[src/rtl/mips_irq_pkg.sv]
// Shared definitions for the MIPS interrupt controller: register map, STATUS layout,
// FSM states, config request bundle and the vector helper.
package mips_irq_pkg;

  typedef enum logic [1:0] {
    CFG_MASK   = 2'd0,
    CFG_MODE   = 2'd1,
    CFG_PEND   = 2'd2,
    CFG_STATUS = 2'd3
  } cfg_addr_e;

  localparam int STAT_ID_LSB = 0;
  localparam int STAT_BUSY   = 8;
  localparam int STAT_REQ    = 9;

  typedef enum logic [1:0] {
    ST_IDLE    = 2'd0,
    ST_REQ     = 2'd1,
    ST_SERVICE = 2'd2
  } irq_state_e;

  typedef struct packed {
    logic        we;
    cfg_addr_e   addr;
    logic [31:0] wd;
  } cfg_req_t;

  // Wraps modulo 2^32 on purpose; no overflow indication.
  function automatic logic [31:0] irq_vector(input logic [31:0] base, input logic [4:0] id,
                                             input int shift);
    return base + ({27'b0, id} << shift);
  endfunction

endpackage

[src/rtl/irq_prio_enc.sv]
// Fixed-priority encoder: index of the lowest set request bit, plus any-set flag.
module irq_prio_enc #(
  parameter int N = 6
) (
  input  logic [N-1:0] req,
  output logic         vld,
  output logic [4:0]   idx
);

  always_comb begin
    vld = |req;
    idx = '0;
    for (int i = N - 1; i >= 0; i--) begin
      if (req[i]) idx = 5'(i);
    end
  end

endmodule

[src/rtl/mips_irq_ctrl.sv]
// Interrupt controller between raw IRQ lines and the core: synchronisers, mask/mode/pending
// registers, fixed-priority arbitration and a req/ack/eoi handshake producing a handler vector.
module mips_irq_ctrl
  import mips_irq_pkg::*;
#(
  parameter int          N_IRQ       = 6,
  parameter int          SYNC_STAGES = 2,
  parameter logic [31:0] VEC_BASE    = 32'h200,
  parameter int          VEC_SHIFT   = 3
) (
  input  logic             clk,
  input  logic             rst,
  input  logic [N_IRQ-1:0] irq_in,
  input  logic             cfg_we,
  input  logic [1:0]       cfg_addr,
  input  logic [31:0]      cfg_wd,
  output logic [31:0]      cfg_rd,
  input  logic             exl,
  output logic             irq_req,
  output logic [4:0]       irq_id,
  output logic [31:0]      irq_vec,
  input  logic             irq_ack,
  input  logic             eoi
);

  logic [SYNC_STAGES-1:0][N_IRQ-1:0] sync_q, sync_d;
  logic [N_IRQ-1:0] s, s_q, pend_q, pend_d, mask_q, mask_d, mode_q, mode_d;
  logic [N_IRQ-1:0] elig, sel, w1c, clr;
  irq_state_e       state_q, state_d;
  logic [4:0]       id_q, id_d, enc_idx;
  logic             enc_vld, ack_take, cur_elig;
  cfg_req_t         cfg;

  assign cfg  = '{we: cfg_we, addr: cfg_addr_e'(cfg_addr), wd: cfg_wd};
  assign s    = sync_q[SYNC_STAGES-1];
  assign elig = pend_q & mask_q;

  if (N_IRQ < 32) begin : g_wd_hi
    logic unused_wd_hi;
    assign unused_wd_hi = ^cfg_wd[31:N_IRQ];
  end

  irq_prio_enc #(.N(N_IRQ)) u_enc (.req(elig), .vld(enc_vld), .idx(enc_idx));

  always_comb begin
    sync_d[0] = irq_in;
    for (int i = 1; i < SYNC_STAGES; i++) sync_d[i] = sync_q[i-1];
  end

  // One-hot of the latched channel; avoids indexing an N_IRQ vector with a 5-bit id.
  always_comb begin
    for (int i = 0; i < N_IRQ; i++) sel[i] = (id_q == 5'(i));
  end

  assign ack_take = (state_q == ST_REQ) && irq_ack;
  assign cur_elig = |(elig & sel);
  assign w1c      = (cfg.we && cfg.addr == CFG_PEND) ? cfg.wd[N_IRQ-1:0] : '0;
  assign clr      = w1c | (sel & {N_IRQ{ack_take}});

  // Edge channels: a new rising edge beats any clear in the same cycle. Level channels mirror s.
  always_comb begin
    pend_d = (mode_q & ((s & ~s_q) | (pend_q & ~clr))) | (~mode_q & s);
    mask_d = (cfg.we && cfg.addr == CFG_MASK) ? cfg.wd[N_IRQ-1:0] : mask_q;
    mode_d = (cfg.we && cfg.addr == CFG_MODE) ? cfg.wd[N_IRQ-1:0] : mode_q;
  end

  always_comb begin
    state_d = state_q;
    id_d    = id_q;
    case (state_q)
      ST_IDLE: begin
        if (enc_vld && !exl) begin
          id_d    = enc_idx;
          state_d = ST_REQ;
        end
      end
      ST_REQ: begin
        if (irq_ack)        state_d = ST_SERVICE;
        else if (!cur_elig) state_d = ST_IDLE;
      end
      ST_SERVICE: begin
        if (eoi) state_d = ST_IDLE;
      end
      default: state_d = ST_IDLE;
    endcase
  end

  always_ff @(posedge clk or negedge rst) begin
    if (!rst) begin
      sync_q  <= '0;
      s_q     <= '0;
      pend_q  <= '0;
      mask_q  <= '0;
      mode_q  <= '0;
      state_q <= ST_IDLE;
      id_q    <= '0;
    end else begin
      sync_q  <= sync_d;
      s_q     <= s;
      pend_q  <= pend_d;
      mask_q  <= mask_d;
      mode_q  <= mode_d;
      state_q <= state_d;
      id_q    <= id_d;
    end
  end

  assign irq_req = (state_q == ST_REQ);
  assign irq_id  = id_q;
  assign irq_vec = irq_vector(VEC_BASE, id_q, VEC_SHIFT);

  always_comb begin
    cfg_rd = '0;
    case (cfg.addr)
      CFG_MASK: cfg_rd[N_IRQ-1:0] = mask_q;
      CFG_MODE: cfg_rd[N_IRQ-1:0] = mode_q;
      CFG_PEND: cfg_rd[N_IRQ-1:0] = pend_q;
      CFG_STATUS: begin
        cfg_rd[STAT_ID_LSB +: 5] = id_q;
        cfg_rd[STAT_BUSY]        = (state_q != ST_IDLE);
        cfg_rd[STAT_REQ]         = irq_req;
      end
      default: cfg_rd = '0;
    endcase
  end

endmodule

[config.mk]
export PLATFORM = sky130hd
export DESIGN_NAME = mips_irq_ctrl
export DESIGN_NICKNAME = d
export VERILOG_FILES = /design/src/rtl/mips_irq_pkg.sv /design/src/rtl/irq_prio_enc.sv /design/src/rtl/mips_irq_ctrl.sv
export SDC_FILE = /design/constraint.sdc
export NUM_CORES = 1
export LEC_CHECK = 0
export ABC_AREA = 1
export BUFFER_PORTS_ARGS = -buffer_cell sky130_fd_sc_hd__clkbuf_2
export CAP_MARGIN = 20
export CORE_ASPECT_RATIO = 0.8
export CORE_MARGIN = 8
export CORE_UTILIZATION = 41
export DETAILED_ROUTE_END_ITERATION = 8
export PLACE_DENSITY_LB_ADDON = 0.25
export SLEW_MARGIN = 20
export SYNTH_ARGS = -nofsm -noshare
export SYNTH_HDL_FRONTEND = slang
export SYNTH_SLANG_ARGS = --single-unit
[constraint.sdc]
create_clock -name clk -period 1.3 [get_ports clk]
set_clock_uncertainty 0.15 [all_clocks]
set_input_delay 0.13 -clock clk [delete_from_list [all_inputs] [get_ports clk]]
set_output_delay 0.13 -clock clk [all_outputs]
set_load 0.01 [all_outputs]
# Word level (Yosys, flattened, before mapping)
# Cells that the tools add are included.
# op_classes
mux	15
magnitude_cmp	0
bitwise	13
n_div	0
n_eq_ne	13
addsub	1
reduce_logical	14
mul	0
shift	0
# op_table
op	n
$and 6x6->6	7
$pmux 5 s4	1
$mux 3	6
$not 6->6	3
$or 6x6->6	3
$reduce_or 6->1	2
$add 10x8->11 const A	1
$eq 5x2->1 const B	2
$eq 5x3->1 const B	2
$mux 2	5
$eq 2x2->1 const B	3
$mux 6	1
$pmux 2 s3	1
$eq 5x1->1 const B	1
$logic_and 1x1->1	5
$logic_not 5->1	1
$eq 2x1->1 const B	2
$logic_not 2->1	2
$ne 2x2->1 const B	2
$ne 3x3->1 const B	1
$pmux 1 s3	1
$reduce_and 3->1	1
$reduce_and 2->1	1
$reduce_bool 2->1	1
$logic_not 1->1	1
# word_totals
elab_cells	64
rom_bits	0
memories	0
latch_bits	0
ram_bits	0
out_inout_bits	70
ff_bits	43

# Depth between registers and ports, before layout
# logic_depth
word_depth	9
mapped_depth	9
mapped_depth_nobuf	8

# Cells and area by module
# Synthesis repeated with hierarchy kept, for this count alone.
# unflattened
hier_cells	285
hier_area_um2	2371.0
# by_module_without_submodules
module	seq_area_each_um2	area_each_um2	instances	cells_per_inst
mips_irq_ctrl	1076.0	2279.7	1	267
irq_prio_enc	0.0	91.3	1	18

# Worst setup path after synthesis
# Ideal clock, no wire load.
# synth_path
path_kind	reg-to-reg
startpoint	reg id_q[1], in the netlist irq_id[1]
endpoint	reg pend_q[5]
period_less_slack_ps	1291
setup_ps	117
n_path_buf	1
setup_slack_ps	9
path_stages_with_launch	7
arrival_time_ps	1023
cell_sequence	dfrtp_1 > buf_2 > nor2_1 > nand2_1 > o21a_1 > nand3_1 > nand2_1
# synth_via
elab_chain_len	8
# synth_rtl
item	line	source
from (decl)	mips_irq_ctrl.sv:30	logic [4:0] id_q, id_d, enc_idx;
from (signal assigned)	mips_irq_ctrl.sv:104	id_q <= id_d;
$eq 5x3->1	mips_irq_ctrl.sv:52	for (int i = 0; i < N_IRQ; i++) sel[i] = (id_q == 5'(i));
$and 6x6->6	mips_irq_ctrl.sv:58	assign clr = w1c | (sel & {N_IRQ{ack_take}});
$or 6x6->6	mips_irq_ctrl.sv:58	
$not 6->6	mips_irq_ctrl.sv:62	pend_d = (mode_q & ((s & ~s_q) | (pend_q & ~clr))) | (~mode_q & s);
$and 6x6->6	mips_irq_ctrl.sv:62	
$or 6x6->6	mips_irq_ctrl.sv:62	
$and 6x6->6	mips_irq_ctrl.sv:62	
$or 6x6->6	mips_irq_ctrl.sv:62	
named net pend_d[5]	mips_irq_ctrl.sv:27	logic [N_IRQ-1:0] s, s_q, pend_q, pend_d, mask_q, mask_d, mode_q, mode_d;
to (signal assigned)	mips_irq_ctrl.sv:100	pend_q <= pend_d;
to (decl)	mips_irq_ctrl.sv:27	
# The timed path passes the listed nets, and every way through them passes these cells.
# A chain may end at the register's enable or synchronous reset.

# Worst setup path in the final report
# layout_path
startpoint	reg id_q[0], in the netlist irq_id[0]
endpoint	out irq_vec[3]
# layout_via
elab_chain_len	1
# layout_rtl
item	line	source
$add 10x8->11	mips_irq_pkg.sv:31	return base + ({27'b0, id} << shift);
to (decl)	mips_irq_ctrl.sv:21	output logic [31:0] irq_vec,
# Every way passes these cells.

==> results.md <==
- Status: complete, but fails checks
- Violated checks: setup timing
- IO Port Bufs: 34
- Top Metal Used: met4
- Critical path arrival: 1.16 ns
- Synth unique cells: 23
- CP max FO: 5
- Power Dens Cells: between 1500 and 2000 nW/um^2
- Max-cap violations: 0
- Largest net degree at the start of global routing: 42
- R2R setup slack: -0.04 ns
- Fraction of layout cells with a size suffix above 1: 34.67%
- Routed wl met2: 2356 um
- Path depth of the worst reg2reg path: 6
- Fmax: 696.2 MHz
- Placer congestion estimate: 0.8578
- Setup Slack @ Placement: -0.09809 ns
- Core ar.: 5375 um^2
- GR Overflow Total: 0
- Most common cell after layout, fill and taps aside: nand2_1
- Reg-to-reg startpoint: irq_id[1]
- RR Endpoint: pend_q[5]
- Die W: 99 um
- DRC: 0
- H-Tree Depth: 2
- Synthesis-to-finish area growth: 30.62%
- Commonest non-fill, non-tap cells in the layout: nand2_1 (71), conb_1 (55), dfrtp_1 (38)
- Tightest Hold Check Type: in -> reg
- Slew Limit Fails: 0
- WL met1: 2184 um
- #FFs+latches synth: 41
- Mapped Cells: 267
- DRT iter0 DRCs: 57
- Final hold vios: 0
- Clk_lat worst skew: around 0.3 ns
- Fill count: 486
- Hold path endpoint: state_q[1]
- Warnings, synthesis: 0
- Final WL: 5139 um
- DIE AREA: 8158 um^2
- DP Area: 2412 um^2
- Final instance area: roughly 3000 um^2
- Final setup fails: 17
- Starting Density: 42.04%
- Post-route insts no fill: 414
- Worst-path clk slew: roughly 0.080 ns
- Worst setup SP type: register
- Antenna Nets Post-Route: 0
- Antenna cells: 0
- Row count: 24
- Vias: 1,768
- Worst Path Class, Setup: reg -> out
- CTS buffer count: 5
- First-pass GRT wire length: 8128 um
- Chip Height: 82.40 um
- Leak: approximately 1.6 nW
- Worst Hold Path Cells: 3
- Hold path startpoint: irq_ack
- TritonCTS clock tree: built
- WL met3: 532 um
- Clk sinks: 41
- Setup TNS: -1.129 ns
- Avg Cell Area, Syn: 8.463 um^2
- Drt pass-1 iters: 4
- Fin crit period: 1.436 ns
- DP Wirelength: approximately 3700 um
- CP required: around 1.0 ns
- Initial antenna violation count: 0
- Max Buffers Root-to-Sink: 2
- Peak VDD IR: 763.4 uV
- Inst Count DP: 378
- I/O Pins: 116
- Synthesized cell area: 2260 um^2
- Root Buffer: clkbuf_8
- Sequential fraction of the synthesis area: 45.40%
- Fin nets: 394
- Via density: 4.271
- Crit. End Element: primary output
- Tcrit/Tclk final: 110.5%
- Power Total: 0.004437 W
- RSZ-0062 raised after global routing: yes
- All-Layer GR Usage: between 10% and 20%
- Routed wire length per instance: approximately 12 um
- Final Worst Setup Slack: -0.1364 ns
- Vias in the first global route: 1,742
-- power breakdown --
part           total (W)  leakage, nW  internal (W)  switching, W
sequential       0.00164        0.491       0.00146      0.000172
combinational    0.00173         1.02      0.000837      0.000890
clock            0.00107       0.0574      0.000624      0.000450
-- worst max path at each step --
stage                           from    endpoint  slack [ns]  depth (start not counted)
final                      irq_id[0]  irq_vec[3]       -0.14                          3
after global routing       mask_q[0]   cfg_rd[0]       -0.18                          4
after CTS                  pend_q[0]   cfg_rd[0]       -0.14                          4
after detailed placement  state_q[1]   pend_q[1]        -0.1                          4
after global placement    state_q[1]   pend_q[1]       -0.09                          4
after floorplan            irq_id[1]   pend_q[5]       0.009                          6
-- flip-flops by register name, summed over array words and instances (netlist names) --
name,cells
pend_q,6
irq_id,3
sync_d,6
state_q,2
s_q,6
mask_q,6
s,6
mode_q,6
-- logic make-up (layout without fill, tap and decap cells) --
family | Yosys count | in the layout | share of synthesized area (%)
other cells | 2 | 55 | 0.3323
compound gates | 24 | 24 | 7.973
buf+inv | 81 | 110 | 23.86
flops | 41 | 41 | 45.40
simple gates | 119 | 119 | 22.42
-- critical path, stage by stage (launching register included) --
cell	delay, ns
dfrtp_2	0.43
buf_4	0.17
buf_4	0.14
clkbuf_2	0.12
-- synthesized netlist by cell type (all sizes together) --
library cell	n	area share, %
inv	19	3.2
o21ai	19	6.2
nor4	3	0.83
conb	2	0.33
o31ai	1	0.33
nand4	1	0.28
o2111ai	2	0.78
buf	62	21
dfrtp	41	45
nand2	82	14
nand3	16	3.8
o21a	2	0.66
nor3	1	0.22
nor2	15	3.0
nand3b	1	0.33
-- what timing repair did --
action	CTS	global route
hold buffers	16	0
setup endpoints to repair	20	24
pin swaps	6	8
endpoints found under the hold margin	68	0
buffers inserted	8	5
gates resized for setup	27	30
-- final cells by class --
cell class | instances | area, um^2 | area share (%)
tap | 65 | 81.33 | 2.755
inverter | 19 | 73.82 | 2.501
clock inverter | 2 | 37.54 | 1.272
clock buffer | 6 | 82.58 | 2.798
multi-input combinational | 198 | 977.2 | 33.11
timing repair buffer | 83 | 669.4 | 22.68
sequential | 41 | 1030 | 34.89
-- metal layers --
metal	up-vias	global-route usage (%)
met5	-	0
met4	0	4.733
met3	7	5.109
met2	78	21.13
met1	793	14.76
li1	890	-
-- stage by stage --
step | hold slack [ns] | utilization [%]
after floorplan | -0.3156 | -
after global placement | -0.02719 | 44.88
after detailed placement | -0.02684 | 44.88
after CTS | 0.05972 | 52.96
after global routing | 0.1040 | 54.91
final | 0.09538 | 54.91
No activity file was read; power rests on OpenSTA's default activity.
